[src/rtl/chess_clock_if.sv]
// Chess clock controller bundle: debounced button levels in,
// player times, turn, run flag and winner display drive out.
interface chess_clock_if #(
  parameter int TIME_W = 10
);
  logic              btn_start;
  logic              btn_pause;
  logic              btn_a;
  logic              btn_b;
  logic [TIME_W-1:0] time_a;
  logic [TIME_W-1:0] time_b;
  logic              turn;
  logic              running;
  logic              seg_en;
  logic              seg_win;

  modport master (
    output btn_start,
    output btn_pause,
    output btn_a,
    output btn_b,
    input  time_a,
    input  time_b,
    input  turn,
    input  running,
    input  seg_en,
    input  seg_win
  );

  modport slave (
    input  btn_start,
    input  btn_pause,
    input  btn_a,
    input  btn_b,
    output time_a,
    output time_b,
    output turn,
    output running,
    output seg_en,
    output seg_win
  );
endinterface

[src/rtl/chess_clock_ctrl.sv]
// Two-player chess clock game controller: turn alternation,
// pause/resume, per-player countdown and flag-fall detection.
// Ports: clk, rst (sync, active-high), bus (slave side):
//   btn_start/btn_pause/btn_a/btn_b in, time_a/time_b/turn/
//   running/seg_en/seg_win out (seg_win=1: A wins).
module chess_clock_ctrl #(
  parameter int TICK_DIV = 100_000_000,
  parameter int TIME_W   = 10,
  parameter int INIT_SEC = 300
) (
  input  logic          clk,
  input  logic          rst,
  chess_clock_if.slave  bus
);

  localparam int PW = (TICK_DIV > 2) ? $clog2(TICK_DIV) : 1;
  localparam logic [PW-1:0] PRE_MAX = PW'(TICK_DIV - 1);
  localparam logic [TIME_W-1:0] T_INIT = TIME_W'(INIT_SEC);
  localparam logic [TIME_W-1:0] T_ONE = TIME_W'(1);

  typedef enum logic [2:0] {
    S_IDLE,
    S_RUN_A,
    S_RUN_B,
    S_PAUSE,
    S_OVER
  } state_t;

  // bit order: [3] start, [2] pause, [1] a, [0] b
  logic [3:0] raw;
  logic [3:0] lvl;
  logic [3:0] prev;
  logic [3:0] blk;
  logic [3:0] press;

  assign raw = {bus.btn_start, bus.btn_pause,
                bus.btn_a, bus.btn_b};

  // blk masks any button that has stayed high since reset, so
  // a level held through reset never counts as a press.
  assign press = lvl & ~prev & ~blk;

  always_ff @(posedge clk) begin
    if (rst) begin
      lvl  <= '0;
      prev <= '0;
      blk  <= '1;
    end else begin
      lvl  <= raw;
      prev <= lvl;
      blk  <= blk & raw;
    end
  end

  state_t            state;
  logic [PW-1:0]     pre;
  logic [TIME_W-1:0] ta;
  logic [TIME_W-1:0] tb;
  logic              turn_q;
  logic              run_q;
  logic              en_q;
  logic              win_q;

  logic              in_run;
  logic              tick;
  logic [TIME_W-1:0] act_t;
  logic              expire;
  logic              own;
  logic [PW-1:0]     pre_nx;

  assign in_run = (state == S_RUN_A) || (state == S_RUN_B);
  assign tick   = in_run && (pre == PRE_MAX);
  assign act_t  = turn_q ? tb : ta;
  assign expire = tick && (act_t == T_ONE);
  assign own    = turn_q ? press[0] : press[1];
  assign pre_nx = tick ? '0 : pre + PW'(1);

  always_ff @(posedge clk) begin
    if (rst) begin
      state  <= S_IDLE;
      pre    <= '0;
      ta     <= T_INIT;
      tb     <= T_INIT;
      turn_q <= 1'b0;
      run_q  <= 1'b0;
      en_q   <= 1'b0;
      win_q  <= 1'b0;
    end else begin
      unique case (state)
        S_IDLE: begin
          ta     <= T_INIT;
          tb     <= T_INIT;
          turn_q <= 1'b0;
          pre    <= '0;
          if (press[3]) begin
            state <= S_RUN_A;
            run_q <= 1'b1;
          end
        end
        S_RUN_A, S_RUN_B: begin
          if (expire) begin
            // flag fall outranks pause and turn presses
            if (turn_q) tb <= '0;
            else        ta <= '0;
            state <= S_OVER;
            run_q <= 1'b0;
            en_q  <= 1'b1;
            win_q <= turn_q;
            pre   <= '0;
          end else begin
            if (tick) begin
              if (turn_q) tb <= tb - T_ONE;
              else        ta <= ta - T_ONE;
            end
            pre <= pre_nx;
            if (press[2]) begin
              state <= S_PAUSE;
              run_q <= 1'b0;
            end else if (own) begin
              state  <= turn_q ? S_RUN_A : S_RUN_B;
              turn_q <= ~turn_q;
              pre    <= '0;
            end
          end
        end
        S_PAUSE: begin
          if (press[2]) begin
            state <= turn_q ? S_RUN_B : S_RUN_A;
            run_q <= 1'b1;
          end
        end
        S_OVER: begin
          if (press[3]) begin
            state  <= S_IDLE;
            ta     <= T_INIT;
            tb     <= T_INIT;
            turn_q <= 1'b0;
            en_q   <= 1'b0;
            pre    <= '0;
          end
        end
        default: begin
          state <= S_IDLE;
          run_q <= 1'b0;
          en_q  <= 1'b0;
        end
      endcase
    end
  end

  assign bus.time_a  = ta;
  assign bus.time_b  = tb;
  assign bus.turn    = turn_q;
  assign bus.running = run_q;
  assign bus.seg_en  = en_q;
  assign bus.seg_win = win_q;

endmodule

[src/flat_wrapper.sv]
// flat-port wrapper written by rule: the top's interface ports become plain ports
module chess_clock_ctrl_flat 
#(
  parameter int TICK_DIV = 100_000_000,
  parameter int TIME_W   = 10,
  parameter int INIT_SEC = 300
)
  (clk, rst, bus_btn_start, bus_btn_pause, bus_btn_a, bus_btn_b, bus_time_a, bus_time_b, bus_turn, bus_running, bus_seg_en, bus_seg_win);
  chess_clock_if #(.TIME_W(TIME_W)) bus_i ();
  input  logic clk;
  input  logic rst;
  input wire logic [$bits(bus_i.btn_start)-1:0] bus_btn_start;
  input wire logic [$bits(bus_i.btn_pause)-1:0] bus_btn_pause;
  input wire logic [$bits(bus_i.btn_a)-1:0] bus_btn_a;
  input wire logic [$bits(bus_i.btn_b)-1:0] bus_btn_b;
  output wire logic [$bits(bus_i.time_a)-1:0] bus_time_a;
  output wire logic [$bits(bus_i.time_b)-1:0] bus_time_b;
  output wire logic [$bits(bus_i.turn)-1:0] bus_turn;
  output wire logic [$bits(bus_i.running)-1:0] bus_running;
  output wire logic [$bits(bus_i.seg_en)-1:0] bus_seg_en;
  output wire logic [$bits(bus_i.seg_win)-1:0] bus_seg_win;
  assign bus_i.btn_start = bus_btn_start;
  assign bus_i.btn_pause = bus_btn_pause;
  assign bus_i.btn_a = bus_btn_a;
  assign bus_i.btn_b = bus_btn_b;
  assign bus_time_a = bus_i.time_a;
  assign bus_time_b = bus_i.time_b;
  assign bus_turn = bus_i.turn;
  assign bus_running = bus_i.running;
  assign bus_seg_en = bus_i.seg_en;
  assign bus_seg_win = bus_i.seg_win;
  chess_clock_ctrl #(.TICK_DIV(TICK_DIV), .TIME_W(TIME_W), .INIT_SEC(INIT_SEC)) u_core (.clk(clk), .rst(rst), .bus(bus_i));
endmodule
[config.mk]
export PLATFORM = sky130hd
export DESIGN_NAME = chess_clock_ctrl_flat
export DESIGN_NICKNAME = d
export VERILOG_FILES = /design/src/rtl/chess_clock_if.sv /design/src/rtl/chess_clock_ctrl.sv /design/src/flat_wrapper.sv
export SDC_FILE = /design/constraint.sdc
export NUM_CORES = 1
export LEC_CHECK = 0
export BUFFER_PORTS_ARGS = -buffer_cell sky130_fd_sc_hd__buf_2
export CAP_MARGIN = 5
export CORE_MARGIN = 2
export CORE_UTILIZATION = 40
export DETAILED_ROUTE_END_ITERATION = 7
export PLACE_DENSITY = 0.56
export REMOVE_ABC_BUFFERS = 1
export SLEW_MARGIN = 30
export SYNTH_ARGS = -nofsm -noshare
export SYNTH_HDL_FRONTEND = slang
export SYNTH_SLANG_ARGS = --single-unit
[constraint.sdc]
create_clock -name clk -period 2.3 [get_ports clk]
set_input_delay 0.46 -clock clk [delete_from_list [all_inputs] [get_ports clk]]
set_output_delay 0.46 -clock clk [all_outputs]
set_load 0.03 [all_outputs]
# == Yosys cells after proc, flatten, opt, wreduce, memory -nomap -nowiden ==
# Index checks and enable logic that the tools add are counted.
# word_totals
reg_bits,66
input_bits,6
word_cells,95
# op_classes
addsub,3
eq_ne,18
mux,40
n_bitwise,8
reduce_logical,15
# ops
op,count
$mux 27,5
$mux 10,10
$pmux 27 s3,1
$pmux 10 s3,2
$add 27x1->27 const B,1
$eq 27x27->1 const B,1
$sub 10x1->10 const B,2
$mux 3,6
$reduce_and 4->1,4
$and 4x4->4,3
$ne 2x1->1 const B,6
$pmux 3 s4,1
$eq 10x1->1 const B,1
$mux 1,10
$not 4->4,2
$eq 3x2->1 const B,2
$ne 2x2->1 const B,3
$ne 3x1->1 const B,2
$pmux 1 s3,2
$reduce_and 5->1,1
$mux 2,2
$ne 4x1->1 const B,1
$pmux 1 s4,1
$reduce_and 2->1,2
other kinds (9),13

# == Longest topological paths before layout ==
# logic_depth
depth_word,8
mapped_depth,8
ltp_nobuf,7

# == Worst setup path after synthesis ==
# OpenSTA, ideal clock, no wires.
# synth_timing
path_type,reg-to-reg
from,reg u_core.turn_q (netlist: u_core.bus.turn)
to,reg u_core.tb[6] (netlist: u_core.bus.time_b[6])
arrival_time_ns,2.289
t_required_ns,2.230
setup_slack_ns,-0.059
stages_incl_launch_ff,8
n_path_buf,2
path_cell_list,dfxtp_1 clkbuf_1 inv_1 or4_4 and2_4 buf_6 or4_1 a21oi_1
# synth_via
elab_chain_len,5
elab_cells_between_ends,8
classes_between,eq/ne: 3; mux: 3; reduce/logical: 2
# synth_rtl
element,line_no,source
from (decl),chess_clock_ctrl.sv:59,logic turn_q;
from (signal assigned),chess_clock_ctrl.sv:121,turn_q <= ~turn_q;
$mux 10,chess_clock_ctrl.sv:73,assign act_t = turn_q ? tb : ta;
$eq 10x1->1,chess_clock_ctrl.sv:74,assign expire = tick && (act_t == T_ONE);
$logic_and 1x1->1,chess_clock_ctrl.sv:74,
$ne 3x1->1 (no source line) or $mux 10 (tied branches),n/a,
$reduce_and 4->1 (no source line) or $pmux 10 s3 (tied branches),n/a,
to (signal assigned),chess_clock_ctrl.sv:112,if (turn_q) tb <= tb - T_ONE;
to (decl),chess_clock_ctrl.sv:58,logic [TIME_W-1:0] tb;
# Several ways; a longest one is shown, not always the timed one.
# A chain may end at the register's enable or synchronous reset.

# == Worst setup path after layout ==
# layout_timing
from,reg u_core.pre[9]
to,reg u_core.tb[6] (netlist: u_core.bus.time_b[6])
# layout_via
elab_chain_len,5
elab_cells_between_ends,7
classes_between,eq/ne: 2; mux: 2; reduce/logical: 3
# layout_rtl
element,line_no,source
from (decl),chess_clock_ctrl.sv:56,logic [PW-1:0] pre;
from (signal assigned),chess_clock_ctrl.sv:115,pre <= pre_nx;
$eq 27x27->1 (*),chess_clock_ctrl.sv:72,assign tick = in_run && (pre == PRE_MAX);
$logic_and 1x1->1 (*),chess_clock_ctrl.sv:72,
$logic_and 1x1->1,chess_clock_ctrl.sv:74,
$ne 3x1->1 (no source line) or $mux 10 (tied branches),n/a,
$reduce_and 4->1 (no source line) or $pmux 10 s3 (tied branches),n/a,
# Mark *: on every way between the ends. The rest lies on a longest branch, timed or not.

==> flow_summary.toml <==
[worst_setup_path]
endpoint_kind = "flip-flop"
crit_type = "reg2reg"
cp_slowest_cell = "or4_4"
critPathMaxFanout = 6
cp.arrival_ns = 2.47
required_ns = 2.57
cp_cell_sequence = "nor4_2 -> nand4_1 -> or4_4 -> and2_4 -> or4_1 -> a21oi_1"
cp-start-kind = "flip-flop"
max_stage_delay_ns = 0.54

[logic_synthesis]
synthAdderAreaFrac = 0.01138
synth_edf_count = 0
synth_seq_cells = 66
synthTopCellsByArea = "dfxtp_1 40%, nor2_1 6.9%, nand2_1 4.8%, xor2_1 4.0%, nand4_1 3.6%"
synthFlopType = "dfxtp_1"
ys_top_cells_by_count = "66 x dfxtp_1, 61 x nor2_1, 42 x nand2_1"
synth-compound-area-share = 0.1509
yosysMostFrequentCell = "dfxtp_1"
async_reset_ff_frac = 0
seq_area_frac_synth = 0.4005
avgSynthCellArea_um2 = 7.931
ys_types = 53
synth_simple_gate_area_share = 0.3314
syn_inst = 416
synth_top_family_by_area = "simple AND/OR/NAND/NOR gates"
synth.top_cell.area_share = 0.4005
syn_area_um2 = 3299
yosys_warnings = 0
muxShareOfSynthArea = 0.003034
synth_top_area_cell = "dfxtp_1"
synth-xor-area-share = 0.06902

[finish]
n_antenna_cell = 0
final_core_util = 0.4921
num-nets-final = 489
drive_gt1_frac = 0.1942
layout.cells.non_filler = 589
area_delta_synth_final_pct = 20.71
stdcell_area_um2 = 3983

[sta]
tightest_slew_ns = 0.4476
fmax_ghz = 0.4537
setup_viol = 0
hold_ws_ns = 0.3340
fin_tns_setup_ns = 0
slew_viol_final = 0
fin_crit_ns = 2.204
hold_viol = 0
min_period_over_period = 0.9584
rsz0062_at_grt = "no"
slew-limit-headroom = 0.6989
worst_slack_ns = 0.09574
skew_ns = 0.01297

[route]
wl_mm = 8.743
drt-initial-drc-count = 173
dr_total_vias = 3239
ant_nets = 0
vias_per_cell = 5.499
dr.pass1.iters = 4
drc_errors = 0
detail_route.wl_per_cell_um = 14.84

[cts]
cts_tree = "yes"
h-tree-depth = 3
clockBufferDepth = 2
clockRootBuffer = "clkbuf_8"
cts_made_buffers = 9
clk_latency_ns = 0.34
hold_buffers = 0
clk_pin_slew_ns = 0.07
cts.sinks = 66
cts_setup_buffers = 0

[place]
io_buffers = 29
dp_hpwl_mm = 6.277
pre_cts_ws_ns = 0.08497
placed_cells = 574
place_area_um2 = 3811
gp_congestion = 0.8906

[global_routing]
grt_use_met2 = 0.3564
grt.busiest_layer = "met2"
antenna_found_initial = 0
grt_pass1_vias = 3089
use_met1 = 0.2643
track_usage = 0.2073
grt_overflow = 0
grt_pass1_wl_mm = 14.69
grt_max_degree = 29
met3_usage = 0.03192

[pwr]
power.density_nw_per_um2 = 873.2
p_total_mw = 3.478
ir_drop_mv = 0.3261
p_leak_nw = 1.496

[floorplan]
core_area_um2 = 8093
io_pins = 30
std_cell_rows = 33
die_h_um = 94.82
start_util = 0.4077
die_x_um = 94.82
dieArea_um2 = 8991

[run]
drv_cap = 0

[hold_path]
worst_hold_path_type = "in2reg"

[status]
status = "finished clean"
==> what timing repair did <==
action / 4_1_cts / 5_1_grt
resized for setup: 0 / 5
endpoints found under the setup margin: 0 / 3
hold endpoints to repair: 0 / 0
==> layout make-up <==
type	count	area, um^2
inverters	13	48.80
flip-flops and latches	66	1324
well taps	105	131.4
fillers	850	4110
repair buffers	67	442.9
clock inverters	4	20.02
multi-input cells	323	1884
clock buffers	11	131.4
==> path summary, 6_finish.rpt <==
| check | startpoint | endpoint | slack (ns) | cells past startpoint |
|---|---|---|---|---|
| min reg2reg | u_core.lvl[1]$_SDFF_PP0_ | u_core.prev[1]$_SDFF_PP0_ | 0.46 | 1 |
| min | bus_btn_pause | u_core.blk[2]$_SDFF_PP1_ | 0.33 | 3 |
| max reg2reg | u_core.pre[9]$_SDFFE_PP0P_ | u_core.bus.time_b[6]$_SDFFE_PP0P_ | 0.1 | 6 |
| max | u_core.pre[9]$_SDFFE_PP0P_ | u_core.bus.time_b[6]$_SDFFE_PP0P_ | 0.1 | 6 |
==> cell usage in the layout, fill, tap and decap left out, types with 11 or more instances in the layout <==
| cell | netlist | final |
|---|---|---|
| dfxtp_1 | 66 | 64 |
| nor2_1 | 61 | 61 |
| nand2_1 | 42 | 42 |
| buf_4 | 0 | 37 |
| buf_2 | 2 | 29 |
| a21oi_1 | 22 | 22 |
| nand3_1 | 20 | 20 |
| nand4_1 | 19 | 19 |
| o21ai_0 | 19 | 19 |
| xor2_1 | 15 | 15 |
| nor3_1 | 14 | 14 |
| inv_1 | 13 | 13 |
| a211oi_1 | 12 | 12 |
| xnor2_1 | 11 | 11 |
==> per-layer routing <==
metal  share of wire  up-vias
li1                -     1622
met3           0.042       11
met5               0        -
met2            0.47       67
met4           0.012        0
met1            0.47     1539
==> power breakdown <==
part           total, mW  internal [mW]  switching [mW]  leakage [nW]
Combinational       1.33          0.486           0.846         0.876
Clock              0.806          0.378           0.428        0.0827
Sequential          1.34           1.23           0.111         0.537
Total               3.48           2.09            1.38          1.50
==> critical path, delay by kind of cell, from the launching register on <==
| family | cells | cell delay [ns] |
|---|---|---|
| flip-flops | 1 | 0.35 |
| AO/OA/AOI/OAI | 1 | 0.15 |
| AND/OR/NAND/NOR | 5 | 1.64 |
==> registers in the layout, indices dropped and copies added (netlist names), 3 cells and up <==
register           count
u_core.pre            27
u_core.bus.time_b     10
u_core.state           3
u_core.prev            4
u_core.blk             4
u_core.lvl             4
u_core.bus.time_a     10
==> kinds of logic after synthesis <==
logic type / after synthesis
buffers and inverters: 27
XOR/XNOR: 26
AO/OA/AOI/OAI: 80
adder cells (fa/ha/maj): 3
AND/OR/NAND/NOR: 213
flip-flops: 66
multiplexers: 1
Note: power is estimated with default switching activity, not from simulation.
